[config.mk]
export PLATFORM = sky130hd
export DESIGN_NAME = charge_link_sequencer
export DESIGN_NICKNAME = d
export VERILOG_FILES = /design/src/rtl/charge_link_sequencer.sv
export SDC_FILE = /design/constraint.sdc
export NUM_CORES = 1
export LEC_CHECK = 0
export CAP_MARGIN = 15
export CELL_PAD_IN_SITES_DETAIL_PLACEMENT = 0
export CELL_PAD_IN_SITES_GLOBAL_PLACEMENT = 1
export CORE_MARGIN = 2
export CORE_UTILIZATION = 36
export DETAILED_ROUTE_END_ITERATION = 8
export HOLD_SLACK_MARGIN = 0.12
export PLACE_DENSITY = 0.77
export SETUP_SLACK_MARGIN = 0.3
export SLEW_MARGIN = 5
export SYNTH_ARGS = -nofsm -noshare
export SYNTH_HDL_FRONTEND = slang
export SYNTH_SLANG_ARGS = --single-unit
[constraint.sdc]
create_clock -name clk -period 2.3 [get_ports clk]
set_clock_uncertainty 0.15 [all_clocks]
set_input_delay 0.345 -clock clk [delete_from_list [all_inputs] [get_ports clk]]
set_output_delay 0.345 -clock clk [all_outputs]
set_load 0.03 [all_outputs]
[src/rtl/charge_link_sequencer.sv]
// charge_link_sequencer: SMPS frame evaluation, charge-state FSM, dual-link byte serialiser and link watchdog
module charge_link_sequencer #(
  parameter logic [7:0] V_PANEL_MIN = 8'd60,
  parameter logic [7:0] V_CAP_FULL  = 8'd200,
  parameter logic [7:0] V_CAP_MAX   = 8'd230,
  parameter logic [7:0] HYST        = 8'd10,
  parameter logic [7:0] I_TARGET    = 8'd128,
  parameter logic [9:0] VAL_INIT    = 10'd256,
  parameter logic [9:0] VAL_STEP    = 10'd8,
  parameter int         TIMEOUT_CYC = 50_000_000
) (
  input  logic        clk,
  input  logic        rst,
  input  logic        rx_valid,
  input  logic [23:0] rx_data,
  input  logic        tx_ready,
  output logic        tx_valid,
  output logic [7:0]  tx_data,
  output logic        tx_dest,
  output logic        tx_last,
  output logic [7:0]  V_panel,
  output logic [7:0]  I_panel,
  output logic [7:0]  V_cap,
  output logic [2:0]  state,
  output logic [9:0]  val,
  output logic        charge_on,
  output logic        frame_drop,
  output logic        timeout_flag
);
  typedef enum logic [2:0] {IDLE = 3'd0, CHARGE, TOPOFF, FULL, FAULT} chg_t;
  typedef enum logic [1:0] {P_WAIT, P_EVAL, P_SEND} ph_t;
  localparam int WW = $clog2(TIMEOUT_CYC + 1);
  ph_t ph;
  chg_t st, n_st;
  logic [9:0] n_val, v_up, v_dn;
  logic [23:0] cur, pend;
  logic pend_v, to_pend, take, wd_hit, go_idle, low, go_full;
  logic [WW-1:0] wd;
  logic [2:0] idx;
  logic [7:0] vp, ip, vc, hi;
  assign {vp, ip, vc} = cur;
  assign state = st;
  assign v_up = (val > 10'd1023 - VAL_STEP) ? 10'd1023 : val + VAL_STEP;
  assign v_dn = (val < VAL_STEP) ? 10'd0 : val - VAL_STEP;
  assign go_idle = vp >= V_PANEL_MIN && vc < V_CAP_FULL;
  assign low = vc < V_CAP_FULL - HYST;
  assign go_full = low && vp >= V_PANEL_MIN;
  assign wd_hit = wd == WW'(TIMEOUT_CYC - 1);
  assign take = ph == P_SEND && tx_ready && idx == 3'd4 && pend_v;
  assign hi = {3'b0, st, val[9:8]};
  assign tx_valid = ph == P_SEND;
  assign tx_dest = idx >= 3'd3;
  assign tx_last = idx == 3'd4;
  assign tx_data = idx == 3'd0 ? 8'd0 : (idx == 3'd1 || idx == 3'd3) ? hi : val[7:0];
  always_comb begin
    n_st = st;
    n_val = val;
    if (vc >= V_CAP_MAX) begin
      n_st = FAULT;
      n_val = '0;
    end else if (st == FAULT && !timeout_flag) begin
      n_st = vc < V_CAP_FULL ? IDLE : FAULT;
      n_val = '0;
    end else if (st == IDLE || st == FAULT) begin
      n_st = go_idle ? CHARGE : IDLE;
      n_val = go_idle ? VAL_INIT : '0;
    end else if (st == CHARGE) begin
      if (vc >= V_CAP_FULL) n_st = TOPOFF;
      else if (vp < V_PANEL_MIN) begin
        n_st = IDLE;
        n_val = '0;
      end else n_val = ip < I_TARGET ? v_up : ip > I_TARGET ? v_dn : val;
    end else if (st == TOPOFF) begin
      n_st = low ? CHARGE : v_dn == '0 ? FULL : TOPOFF;
      n_val = low ? val : v_dn;
    end else begin
      n_st = go_full ? CHARGE : FULL;
      n_val = go_full ? VAL_INIT : '0;
    end
  end
  always_ff @(posedge clk) begin
    if (rst) begin
      ph <= P_WAIT;
      st <= IDLE;
      val <= '0;
      cur <= '0;
      pend <= '0;
      pend_v <= 1'b0;
      to_pend <= 1'b0;
      wd <= '0;
      idx <= '0;
      {V_panel, I_panel, V_cap} <= '0;
      charge_on <= 1'b0;
      frame_drop <= 1'b0;
      timeout_flag <= 1'b0;
    end else begin
      frame_drop <= 1'b0;
      wd <= (rx_valid || wd_hit) ? '0 : wd + WW'(1);
      case (ph)
        P_WAIT:
          if (rx_valid) begin
            cur <= rx_data;
            to_pend <= 1'b0;
            ph <= P_EVAL;
          end else if (wd_hit || to_pend) begin
            st <= FAULT;
            val <= '0;
            charge_on <= 1'b0;
            timeout_flag <= 1'b1;
            to_pend <= 1'b0;
            idx <= '0;
            ph <= P_SEND;
          end
        P_EVAL: begin
          st <= n_st;
          val <= n_val;
          charge_on <= n_st == CHARGE || n_st == TOPOFF;
          timeout_flag <= 1'b0;
          {V_panel, I_panel, V_cap} <= cur;
          idx <= '0;
          ph <= P_SEND;
        end
        default:
          if (tx_ready) begin
            idx <= idx == 3'd4 ? 3'd0 : idx + 3'd1;
            if (idx == 3'd4) ph <= pend_v ? P_EVAL : P_WAIT;
            if (take) begin
              cur <= pend;
              pend_v <= 1'b0;
              to_pend <= 1'b0;
            end
          end
      endcase
      if (ph != P_WAIT) begin
        if (wd_hit && !rx_valid && !take) to_pend <= 1'b1;
        if (rx_valid) begin
          pend <= rx_data;
          pend_v <= 1'b1;
          frame_drop <= pend_v && !take;
        end
      end
    end
  end
endmodule
==> flow_metrics.py <==
metrics = {
    "synth": {
        "avgSynthCellArea_um2": 7.76,
        "synth_cell_types": 62,
        "synth_top_cells_by_count": "nand2_1 (168), dfxtp_1 (121), nor2_1 (83)",
        "ys.flop_type": "dfxtp_1",
        "post-synth-top-area-cell": "dfxtp_1",
        "syn_area_um2": 5630,
        "synth-edff-count": 0,
        "syn_nets": 760,
        "yosys_warnings": 0,
        "synth_top_area_share": 0.431,
        "synth_seq_cells": 121,
        "ys_seq_area_frac": 0.431,
        "async_flop_share": 0,
        "synthCells": 725,
        "synthTopCellsByArea": "dfxtp_1 (43%), nand2_1 (11%), a21oi_1 (5.9%)",
        "yosysMostFrequentCell": "nand2_1",
    },
    "clock_network": {
        "cts_root_buffer": "clkbuf_16",
        "clk_pin_slew_ns": 0.06,
        "clock_sinks": 121,
        "cts_tree": "built",
        "clk_path_buf_depth": 2,
        "clock_latency_ns": 0.42,
        "numCtsBuffers": 17,
        "ctsHtreeMaxLevel": 4,
        "hold_buffers": 0,
    },
    "power_and_ir_drop": {
        "swShare": 0.258,
        "power.share.clock": 0.470,
        "power_frac_comb": 0.135,
        "p_sw_mw": 1.47,
        "leakage_nw": 3.19,
        "p_int_mw": 4.22,
        "p_per_area_nw_per_um2": 668,
        "seqPwrFrac": 0.395,
        "vdd_drop_max_mv": 0.549,
    },
    "timing": {
        "maxSlewHeadroom": 0.660,
        "worst_pin_slew_ns": 0.506,
        "rsz0062_at_grt": "true",
        "setup_violations": 3,
        "finalWorstSetupSlack_ns": -0.0768,
        "fin_crit_ns": 2.38,
        "min_period_over_period": 1.03,
        "whs_ns": 0.262,
        "finalHoldViolCount": 0,
        "max_clock_freq_mhz": 421,
        "drv_slew": 0,
    },
    "flow_run": {
        "maxCapViolCount": 0,
    },
    "route": {
        "drc_errors": 0,
        "drt-initial-drc-count": 451,
        "vias": 5707,
        "dr.pass1.iters": 5,
        "drt-total-wl_mm": 17.5,
        "ant_nets": 0,
        "wl_per_cell_um": 16.0,
        "vias_per_cell": 5.21,
    },
    "setup_path": {
        "startpoint": "val[5]$_SDFFE_PP0P_",
        "critPathRequiredTime_ns": 2.51,
        "start_kind": "flop",
        "crit_arrival_ns": 2.58,
        "regToRegStartpoint": "val[5]$_SDFFE_PP0P_",
        "crit_fanout": 2,
        "end_kind": "flop",
        "criticalPathCategory": "reg2reg",
    },
    "floorplan": {
        "die_y_um": 129,
        "dieArea_um2": 16600,
        "die_x_um": 129,
        "core_um2": 15300,
        "ios": 79,
        "rows": 45,
        "start_util": 0.369,
    },
    "placement": {
        "io_buffers": 78,
        "hpwl_mm": 11.1,
        "dpl_cell_area_um2": 7100,
        "gp_congestion": 0.854,
        "pre_cts_ws_ns": -0.0573,
    },
    "global_routing": {
        "grt_max_degree": 95,
        "grt_usage": 0.203,
        "grt_antenna_before_repair": 0,
        "grt_pass1_wl_mm": 26.7,
        "grt_pass1_vias": 5412,
        "overflow": 0,
    },
    "finish": {
        "layout.nets": 906,
        "syn_to_final_growth_pct": 51.4,
        "drive_gt1_frac": 0.284,
        "antenna_cells": 0,
        "fin_area_um2": 8520,
    },
    "min_path": {
        "hp-class": "in2reg",
        "min_from": "rst",
    },
    "outcome": {
        "violations": "setup timing",
        "status": "finished with violations",
    },
}
layout make-up:
type,instances,area (um^2)
Fill cell,1380,6740
Multi-Input combinational cell,541,3430
Sequential cell,121,2490
Timing Repair Buffer,175,1670
Clock buffer,21,480
Tap cell,211,264
Clock inverter,11,119
Inverter,15,68.8
metrics by stage:
step	TNS (ns)	power, mW	util	std cells
4_1_cts	-0.0808	5.63	0.535	1080
5_1_grt	-0.527	5.91	0.558	1095
6_report	-0.119	5.69	0.558	1095
3_3_place_gp	-0.0550	2.89	0.465	1031
3_5_place_dp	-0.0808	2.90	0.465	1031
2_1_floorplan	-0.383	2.63	-	725
path summary, 6_finish.rpt:
path	slack, ns	depth (start not counted)	to
worst max-delay path	-0.08	6	charge_on$_SDFFE_PP0P_
worst min register to register	0.30	2	V_cap[7]$_SDFFE_PP0P_
worst min-delay path	0.26	4	val[1]$_SDFFE_PP0P_
worst max register to register	-0.08	6	charge_on$_SDFFE_PP0P_
worst max-delay path: stages (launching register included):
cell	delay [ns]
dfxtp_4	0.34
or4_4	0.53
or4_4	0.43
a211oi_2	0.21
nor3_2	0.06
or4b_1	0.51
nand3_1	0.09
repair_timing:
item	in CTS	in global routing
resized for setup	118	60
gates cloned	1	6
setup buffers	16	9
pin swaps	32	48
setup endpoints to repair	92	80
state kept, by name, summed over array words and instances, names as in the netlist, 2 cells and up:
register / count
idx: 3
val: 10
I_panel: 8
wd: 26
pend: 24
state: 3
V_panel: 8
ph: 2
cur: 24
V_cap: 8
power by group through the flow:
stage	sequential, mW	clock (mW)	combinational (mW)
5_1_grt	2.25	2.83	0.824
4_1_cts	2.24	2.71	0.674
3_5_place_dp	2.28	0	0.615
6_report	2.24	2.67	0.769
3_3_place_gp	2.28	0	0.608
2_1_floorplan	2.31	0	0.325
kinds of logic after synthesis:
family,count (synthesis),share of synthesized area
AND/OR/NAND/NOR,336,0.265
AO/OA/AOI/OAI,164,0.190
flip-flops,121,0.431
buffers and inverters,63,0.0440
XOR/XNOR,28,0.0436
adder cells (fa/ha/maj),7,0.0156
multiplexers,6,0.0107
cells in the final DEF (no fill, tap or decap), types with 6 or more instances in the layout:
cell type / instances
dfxtp_1: 93
nand4_1: 9
clkdlybuf4s50_1: 51
buf_6: 20
nor2_1: 72
dlygate4sd2_1: 13
dfxtp_2: 16
nand2_1: 167
nand2b_1: 7
xor2_1: 14
o21ai_0: 13
xnor2_1: 14
a21oi_1: 64
mux2i_1: 6
nand3_1: 15
buf_4: 78
dfxtp_4: 12
nor3_1: 6
nor2_2: 9
o21ai_1: 10
inv_1: 10
a311oi_1: 20
clkbuf_16: 21
per-layer routing:
| layer | GRT usage | wire [um] | part of all wire |
|---|---|---|---|
| met5 | 0 | 0 | 0 |
| met4 | 0.0678 | 265 | 0.015 |
| met2 | 0.331 | 8410 | 0.48 |
| met1 | 0.260 | 7730 | 0.44 |
| met3 | 0.0590 | 1100 | 0.063 |
No activity file was read; power rests on OpenSTA's default activity.
